<file path="src/rtl/kdtree_pkg.sv">
// kdtree_pkg: shared constants, node-table entry type and element-select helper
// for the KD-tree search pipeline.
//   DEF_NUM_DIMS   - default number of elements per patch
//   DEF_ELEM_WIDTH - default bits per signed element
//   DIM_W          - width of the split-dimension field
//   node_entry_t   - {valid, dim, median} entry held per tree node
//   slice_dim()    - returns element 'dim' of a patch (dim 0 = MSB slice)
package kdtree_pkg;

  localparam int DEF_NUM_DIMS   = 5;
  localparam int DEF_ELEM_WIDTH = 11;
  localparam int DIM_W          = 3;

  typedef struct packed {
    logic                             valid;
    logic [DIM_W-1:0]                 dim;
    logic signed [DEF_ELEM_WIDTH-1:0] median;
  } node_entry_t;

  // Out-of-range dims return 0; callers flag those entries as errors and
  // never use the compare result.
  function automatic logic signed [DEF_ELEM_WIDTH-1:0] slice_dim(
    input logic [DEF_NUM_DIMS*DEF_ELEM_WIDTH-1:0] patch,
    input logic [DIM_W-1:0]                       dim
  );
    logic signed [DEF_ELEM_WIDTH-1:0] s;
    s = '0;
    for (int d = 0; d < DEF_NUM_DIMS; d++) begin
      if (dim == DIM_W'(d)) begin
        s = patch[(DEF_NUM_DIMS-d)*DEF_ELEM_WIDTH-1 -: DEF_ELEM_WIDTH];
      end else begin
        s = s;
      end
    end
    return s;
  endfunction

endpackage

</file>
<file path="src/rtl/kdtree_level_stage_node_table.sv">
// kdtree_node_table: N-entry register file of KD-tree node entries.
//   clk, rst_n   - clock, synchronous active-low reset (clears every entry)
//   wen, waddr   - synchronous write strobe and target node
//   wdim, wmedian- split dimension and signed median to store
//   raddr        - asynchronous read address
//   rentry       - entry at raddr; all-zero (invalid) when raddr >= N
module kdtree_node_table
  import kdtree_pkg::*;
#(
  parameter int N      = 1,
  parameter int ADDR_W = 1
) (
  input  logic                      clk,
  input  logic                      rst_n,
  input  logic                      wen,
  input  logic [ADDR_W-1:0]         waddr,
  input  logic [DIM_W-1:0]          wdim,
  input  logic [DEF_ELEM_WIDTH-1:0] wmedian,
  input  logic [ADDR_W-1:0]         raddr,
  output node_entry_t               rentry
);

  node_entry_t mem_r [N];

  // Table storage: reset clears all entries, a write marks the entry valid.
  always_ff @(posedge clk) begin
    if (!rst_n) begin
      for (int i = 0; i < N; i++) begin
        mem_r[i] <= '0;
      end
    end else begin
      for (int i = 0; i < N; i++) begin
        if (wen && (waddr == ADDR_W'(i))) begin
          mem_r[i] <= '{valid: 1'b1, dim: wdim, median: wmedian};
        end else begin
          mem_r[i] <= mem_r[i];
        end
      end
    end
  end

  // Asynchronous read port; unmatched addresses read as an unconfigured node.
  always_comb begin
    rentry = '0;
    for (int i = 0; i < N; i++) begin
      rentry = (raddr == ADDR_W'(i)) ? mem_r[i] : rentry;
    end
  end

endmodule

</file>
<file path="src/rtl/kdtree_level_stage.sv">
// kdtree_level_stage: one level of the pipelined KD-tree search path.
// Looks up the node reached by an incoming patch, compares the selected
// element against the node median and forwards the patch with the child
// address {node, go_right} through a single valid/ready output register.
//   clk, rst_n                     - clock, synchronous active-low reset
//   cfg_wen/addr/dim/median        - node-table write port
//   in_valid/in_ready/in_patch/in_addr  - upstream handshake and payload
//   out_valid/out_ready/out_patch/out_addr/out_err - downstream side
//   err_count                      - saturating count of errored transfers
module kdtree_level_stage
  import kdtree_pkg::*;
#(
  parameter int NUM_DIMS   = DEF_NUM_DIMS,
  parameter int ELEM_WIDTH = DEF_ELEM_WIDTH,
  parameter int LEVEL      = 0,
  parameter int ADDR_W     = (LEVEL > 0) ? LEVEL : 1,
  parameter int ERR_CNT_W  = 16
) (
  input  logic                           clk,
  input  logic                           rst_n,
  input  logic                           cfg_wen,
  input  logic [ADDR_W-1:0]              cfg_addr,
  input  logic [2:0]                     cfg_dim,
  input  logic [ELEM_WIDTH-1:0]          cfg_median,
  input  logic                           in_valid,
  output logic                           in_ready,
  input  logic [NUM_DIMS*ELEM_WIDTH-1:0] in_patch,
  input  logic [ADDR_W-1:0]              in_addr,
  output logic                           out_valid,
  input  logic                           out_ready,
  output logic [NUM_DIMS*ELEM_WIDTH-1:0] out_patch,
  output logic [LEVEL:0]                 out_addr,
  output logic                           out_err,
  output logic [ERR_CNT_W-1:0]           err_count
);

  localparam int N     = 1 << LEVEL;
  localparam int OUT_W = LEVEL + 1;

  logic [ADDR_W-1:0]            node_s;
  node_entry_t                  entry_s;
  logic signed [ELEM_WIDTH-1:0] slice_s;
  logic                         err_s;
  logic                         go_right_s;
  logic [OUT_W-1:0]             next_addr_s;
  logic                         accept_s;

  // The root level has a single node, so the incoming address is ignored.
  assign node_s = (LEVEL == 0) ? ADDR_W'(0) : in_addr;

  kdtree_node_table #(
    .N      (N),
    .ADDR_W (ADDR_W)
  ) u_table (
    .clk     (clk),
    .rst_n   (rst_n),
    .wen     (cfg_wen),
    .waddr   (cfg_addr),
    .wdim    (cfg_dim),
    .wmedian (cfg_median),
    .raddr   (node_s),
    .rentry  (entry_s)
  );

  // in_ready looks only at the output register and out_ready.
  assign in_ready = !out_valid || out_ready;
  assign accept_s = in_valid && in_ready;

  // Split decision: equality goes right; bad entries force left and flag.
  always_comb begin
    slice_s     = slice_dim(in_patch, entry_s.dim);
    err_s       = !entry_s.valid || (entry_s.dim >= DIM_W'(NUM_DIMS));
    go_right_s  = 1'b0;
    if (err_s) begin
      go_right_s = 1'b0;
    end else begin
      go_right_s = !(slice_s < $signed(entry_s.median));
    end
    next_addr_s = OUT_W'({node_s, go_right_s});
  end

  // Output register: load on accept, drain on transfer, hold while stalled.
  always_ff @(posedge clk) begin
    if (!rst_n) begin
      out_valid <= 1'b0;
      out_patch <= '0;
      out_addr  <= '0;
      out_err   <= 1'b0;
    end else if (accept_s) begin
      out_valid <= 1'b1;
      out_patch <= in_patch;
      out_addr  <= next_addr_s;
      out_err   <= err_s;
    end else if (out_ready) begin
      out_valid <= 1'b0;
      out_patch <= out_patch;
      out_addr  <= out_addr;
      out_err   <= out_err;
    end else begin
      out_valid <= out_valid;
      out_patch <= out_patch;
      out_addr  <= out_addr;
      out_err   <= out_err;
    end
  end

  // Error counter: counts errored output transfers, saturating at all-ones.
  always_ff @(posedge clk) begin
    if (!rst_n) begin
      err_count <= '0;
    end else if (out_valid && out_ready && out_err && (err_count != '1)) begin
      err_count <= err_count + ERR_CNT_W'(1);
    end else begin
      err_count <= err_count;
    end
  end

endmodule

</file>
<file path="config.mk">
export PLATFORM = sky130hd
export DESIGN_NAME = kdtree_level_stage
export DESIGN_NICKNAME = d
export VERILOG_FILES = /design/src/rtl/kdtree_pkg.sv /design/src/rtl/kdtree_level_stage_node_table.sv /design/src/rtl/kdtree_level_stage.sv
export SDC_FILE = /design/constraint.sdc
export NUM_CORES = 1
export LEC_CHECK = 0
export ABC_CLOCK_PERIOD_IN_PS = 7000
export BUFFER_PORTS_ARGS = -buffer_cell sky130_fd_sc_hd__buf_2
export CAP_MARGIN = 0
export CELL_PAD_IN_SITES_DETAIL_PLACEMENT = 0
export CELL_PAD_IN_SITES_GLOBAL_PLACEMENT = 1
export CORE_ASPECT_RATIO = 0.6
export CORE_UTILIZATION = 38
export DETAILED_ROUTE_END_ITERATION = 16
export HOLD_SLACK_MARGIN = 0.12
export PLACE_DENSITY = 0.95
export SLEW_MARGIN = 20
export SYNTH_ARGS = -nofsm -noshare
export SYNTH_HDL_FRONTEND = slang
export SYNTH_SLANG_ARGS = --single-unit
</file>
<file path="constraint.sdc">
create_clock -name clk -period 7 [get_ports clk]
set_clock_uncertainty 0.15 [all_clocks]
set_input_delay 0.35 -clock clk [delete_from_list [all_inputs] [get_ports clk]]
set_output_delay 0.35 -clock clk [all_outputs]
set_load 0.02 [all_outputs]
</file>
==> results of run 1 <==
[how the worst max path moves through the flow]
stage	cells after the start	from	slack, ps	endpoint
2_1_floorplan	11	u_table.mem_r[0][12]	4410	out_addr
3_3_place_gp	9	u_table.mem_r[0][12]	3850	out_addr
3_5_place_dp	9	u_table.mem_r[0][12]	3800	out_addr
4_1_cts	9	u_table.mem_r[0][12]	3800	out_addr
5_1_grt	10	u_table.mem_r[0][11]	3550	out_addr
6_report	10	u_table.mem_r[0][11]	3780	out_addr
[through the flow]
step	total power, mW	hold WS [ps]	cells
after floorplan	0.6917	329.5	475
after global placement	0.7642	288.3	731
after global routing	1.275	120.4	768
after detailed placement	0.7711	295.3	731
after CTS	1.232	120.9	768
final	1.226	120.4	768
[cells by family after synthesis]
logic type	after synthesis	synth area share (%)
buffers and inverters	48	5.010
AND/OR/NAND/NOR	207	23.69
AO/OA/AOI/OAI	95	12.84
XOR/XNOR	14	3.031
adder cells (fa/ha/maj)	11	3.402
flip-flops	89	47.76
multiplexers	11	4.269
[what timing repair did]
| action | in CTS | in global routing |
|---|---|---|
| hold buffers | 21 | 0 |
| setup endpoints to repair | 0 | 0 |
| endpoints found under the hold margin | 21 | 0 |
[cell type report]
| class | count | area, um2 | share of cell area (%) |
|---|---|---|---|
| inverters | 18 | 67.56 | 1.266 |
| well taps | 135 | 168.9 | 3.164 |
| flip-flops and latches | 89 | 1932 | 36.18 |
| multi-input cells | 338 | 1919 | 35.95 |
| repair buffers | 172 | 970.9 | 18.19 |
| clock inverters | 6 | 41.29 | 0.7734 |
| clock buffers | 10 | 239.0 | 4.476 |
[synth_stat cells (all sizes together), types with 9 or more instances]
library cell	number
and2	16
clkbuf	18
buf	12
inv	18
dfxtp	74
edfxtp	15
a21oi	66
nor2	26
ha	11
nor3	9
o21ai	9
nand2	118
xnor2	10
nand3	16
[worst register-to-register path: stages, from the launching register on]
cell and delay [ps]:
edfxtp_1 930, mux2i_1 310, nor2_1 100, a21oi_1 180, o22ai_1 110, ha_1 330
and4_1 200, a21oi_1 160, o21ai_0 170, or4_1 430, o211ai_1 90
[layer usage]
| metal | wire [um] | track usage, % | up-vias |
|---|---|---|---|
| li1 | - | - | 1920 |
| met2 | 5438 | 33.59 | 197 |
| met1 | 5993 | 31.45 | 1882 |
| met3 | 1292 | 7.840 | 18 |
| met5 | 0 | 0 | - |
| met4 | 173 | 7.079 | 0 |
[sequential cells by signal (all words and copies together), names as in the netlist]
register	count
err_count	16
out_addr	1
out_err	1
out_patch	55
out_valid	1
u_table.mem_r	15
[power breakdown]
group	switching, mW	internal (mW)	total, mW
Clock	0.204	0.251	0.455
Sequential	0.0211	0.548	0.569
Combinational	0.121	0.0807	0.202
==> impl_metrics.toml, run 1 <==
[final_layout]
final_common_cell = "buf_2"
syn_to_final_growth_pct = 31.98
final_cell_mix = "buf_2 (149), nand2_1 (117), dfxtp_1 (74), a21oi_1 (66), nor2_1 (26)"
num_antenna_cells = 0
drive_above_1_share_pct = 28.75
fillers = 989
final_area_mm2 = 0.005339
fin_util_pct = 52.91
nets = 715

[setup_path]
path_cells = "mux2i_1 > nor2_1 > a21oi_1 > o22ai_1 > ha_1 > and4_1 > a21oi_1 > o21ai_0 > or4_1 > o211ai_1"
max_stage_delay_ps = 930
crit_type = "register to register"
worstSetupStartpointType = "register"
cp_slowest_cell = "edfxtp_1"
path_delay_family = "flip-flops"
cpMostUsedCell = "a21oi_1"
crit_buf_inv = 0
arrival_ps = 3340
ff2ff_path_depth = 10
required_ps = 7110
reg2reg_to = "out_addr"
r2r_start = "u_table.mem_r[0][11]"
r2r_slack_ps = 3780
setup.worst_path.end_class = "register"
critPathMaxFanout = 20

[pwr]
p_per_area_mw_per_mm2 = 229.7
power.leakage_nw = 2.408
ir_worst_vdd_uv = 116.0

[die]
fp.dieH_um = 81.92
dieArea_mm2 = 0.01108
fp.dieW_um = 135.2
rows = 28
ios = 151
fp.coreArea_mm2 = 0.01009
start_util_pct = 40.09

[drt]
viasPerCell = 5.230
vias = 4017
routed_wl_mm = 12.90
wire_per_inst_um = 16.79
first_pass_iters = 6
drtIter0Drc = 287
antenna_left = 0
route.detailed.drc = 0

[logic_synthesis]
synth_top_area_share_pct = 36.62
async_flop_share_pct = 0
synth_edf_count = 15
yosysWarnings = 0
syn_nets = 562
ys_top_cells_by_area = "dfxtp_1 (37%), edfxtp_1 (11%), nand2_1 (11%), a21oi_1 (8.2%), ha_1 (3.4%)"
yosysSeqAreaShare_pct = 47.76
ys_ff_latch = 89
ys.flop_type = "dfxtp_1"
yosysTopAreaCell = "dfxtp_1"
synth_area_mm2 = 0.004045
ys_types = 42
postSynthCellCount = 475
syn_area_per_cell_um2 = 8.516

[hold_path]
hold_end = "out_patch[50]"
hold_class = "input pin to register"
worstHoldStart = "in_patch[50]"
min_path_cells = 3

[timing]
rsz0062_at_grt = "no"
fin_crit_sh_pct = 46.04
fin_setup_tns_ps = 0
relSlewSlack_pct = 26.67
slew_violations = 0
finalSetupViolCount = 0
worstMarginPinSlew_ps = 1100
fin_crit_ps = 3223
fmax_mhz = 310.3
hold_viol = 0
layout_setup_ws_ps = 3777

[global_routing]
grt_pass1_vias = 3550
grt_pass1_wl_mm = 18.73
antenna_found_initial = 0
grt.total_usage_pct = 22.90
grt.overflow.total = 0
grt_max_degree = 74

[place]
dp_hpwl_mm = 9.449
place_ws_ps = 3804
place_area_mm2 = 0.004843
io_buffers = 149
place_congestion = 0.8871

[clock_network]
cts_root_buf = "clkbuf_16"
htreeDepth = 3
cts_buffers = 9
tritoncts = "done"
clk_latency_ps = 340
cts_sinks = 89
cts_setup_buffers = 0
clkSlewWorstSetupHoldPaths_ps = 70
cts_resized = 0
clockBufferDepth = 2

[job]
drv_cap = 0

[run_status]
status = "completed"
Note: power is estimated with default switching activity, not from simulation.
==> run 2, diff against run 1 <==
- ABC_CLOCK_PERIOD_IN_PS: 7000 -> 3300
- CORE_UTILIZATION: 38 -> 35
- PLACE_DENSITY: 0.95 -> 0.9
- clock period: 7 -> 3.3 ns (I/O delays scaled with it)
==> impl_metrics.toml, run 2 (synthesis gave the netlist of run 1 again) <==
[global_routing]
grt_pass1_wl_mm = 20.44
grt_max_degree = 74
grt_use_met2_pct = 32.84
grt_pass1_vias = 3852
grt.total_usage_pct = 22.37
grt_use_met1_pct = 32.84
grt.overflow.total = 0
met3_usage_pct = 5.756
antenna_found_initial = 0
grt-busiest-layer = "met1"

[job]
drv_cap = 0

[timing]
holdWs_ps = 150.7
fmax_mhz = 333.4
hold_viol = 0
fin_crit_sh_pct = 90.89
fin_setup_tns_ps = 0
fin_crit_ps = 2999
relSlewSlack_pct = 27.91
finalSetupViolCount = 0
slew_violations = 0
worstMarginPinSlew_ps = 1078
rsz0062_at_grt = "no"

[place]
dp_hpwl_mm = 9.939
io_buffers = 149
place_congestion = 0.8716

[hold_path]
hold_class = "input pin to register"

[die]
rows = 29
fp.dieW_um = 140.8
fp.dieH_um = 85.28
fp.coreArea_mm2 = 0.01089
ios = 151
start_util_pct = 37.16
dieArea_mm2 = 0.01201

[drt]
route.detailed.drc = 0
viasPerCell = 5.042
vias = 4175
antenna_left = 0
first_pass_iters = 5
routed_wl_mm = 13.38
wire_per_inst_um = 16.16
drtIter0Drc = 227

[final_layout]
fillers = 1026
nets = 771
reg.largest.list = "out_patch: 55 flops, err_count: 16 flops, u_table.mem_r: 15 flops"
regMostFlops = "out_patch"
largest_reg_flops = 55
final-seq-area_mm2 = 0.001932
num_antenna_cells = 0
final_cell_mix = "buf_2 (149), nand2_1 (117), dfxtp_1 (74), dlygate4sd3_1 (71), a21oi_1 (66)"
drive_above_1_share_pct = 27.14
syn_to_final_growth_pct = 46.89
final_common_cell = "buf_2"
multi_input_area_mm2 = 0.001914

[setup_path]
worstSetupStartpointType = "register"
setup.worst_path.end_class = "register"
critPathMaxFanout = 12
required_ps = 3410
arrival_ps = 3110
crit_type = "register to register"

[clock_network]
clockBufferDepth = 2
cts_buffers = 9
tritoncts = "done"
cts_setup_buffers = 0
cts_root_buf = "clkbuf_16"
htreeDepth = 3
postCtsHoldBufs = 71
clk_latency_ps = 340
cts_sinks = 89
cts_resized = 0
clkSlewWorstSetupHoldPaths_ps = 70

[pwr]
ir_worst_vdd_uv = 240.9
p_per_area_mw_per_mm2 = 477.9
power.leakage_nw = 2.671

[run_status]
status = "completed"
-- run 2: area by class of cell --
type                       count  area share, %
multi-input combinational    338          32.22
clock inverter                 6          1.474
inverter                      18          1.137
clock buffer                  10          4.211
tap                          139          2.927
sequential                    89          32.51
timing repair buffer         228          25.52
-- run 2: path summary, 6_finish.rpt --
check,slack (ps),start,end,cells after the start
worst min register to register,300,out_patch[30],out_patch[30],2
worst min-delay path,150,cfg_addr,u_table.mem_r[0][14],3
worst max-delay path,300,u_table.mem_r[0][12],out_addr,10
worst max register to register,300,u_table.mem_r[0][12],out_addr,10
-- run 2: power by group --
part	total [mW]	internal, mW	switching, mW
registers	1.19	1.16	0.0326
clock network	1.15	0.711	0.439
logic	0.494	0.215	0.279
total	2.84	2.09	0.751
-- run 2: worst max-delay path: stages (launching register included) --
cell and delay (ps):
edfxtp_1 500, buf_4 230, nor2b_1 370, a22oi_1 120
o22ai_1 190, ha_1 270, and4_1 220, a21oi_1 170
o21ai_0 180, or4_1 430, o211ai_1 90
-- run 2: stage by stage --
step / instance area, um2 / util (%) / power, mW / worst slack (ps) / instances
6_report: 5942 / 54.59 / 2.839 / 300.6 / 828
5_1_grt: 5942 / 54.59 / 2.948 / 124.5 / 828
4_1_cts: 5942 / 54.59 / 2.847 / 376.1 / 828
3_5_place_dp: 4893 / 44.95 / 1.643 / 407.9 / 741
3_3_place_gp: 4893 / 44.95 / 1.630 / 486.6 / 741
2_1_floorplan: 4045 / - / 1.467 / 705.6 / 475
-- run 2: layer usage --
metal	share of wire, %	up-vias
met3	7.4	13
met2	42	160
met5	0	-
met4	0.88	0
met1	50	1979
li1	-	2023
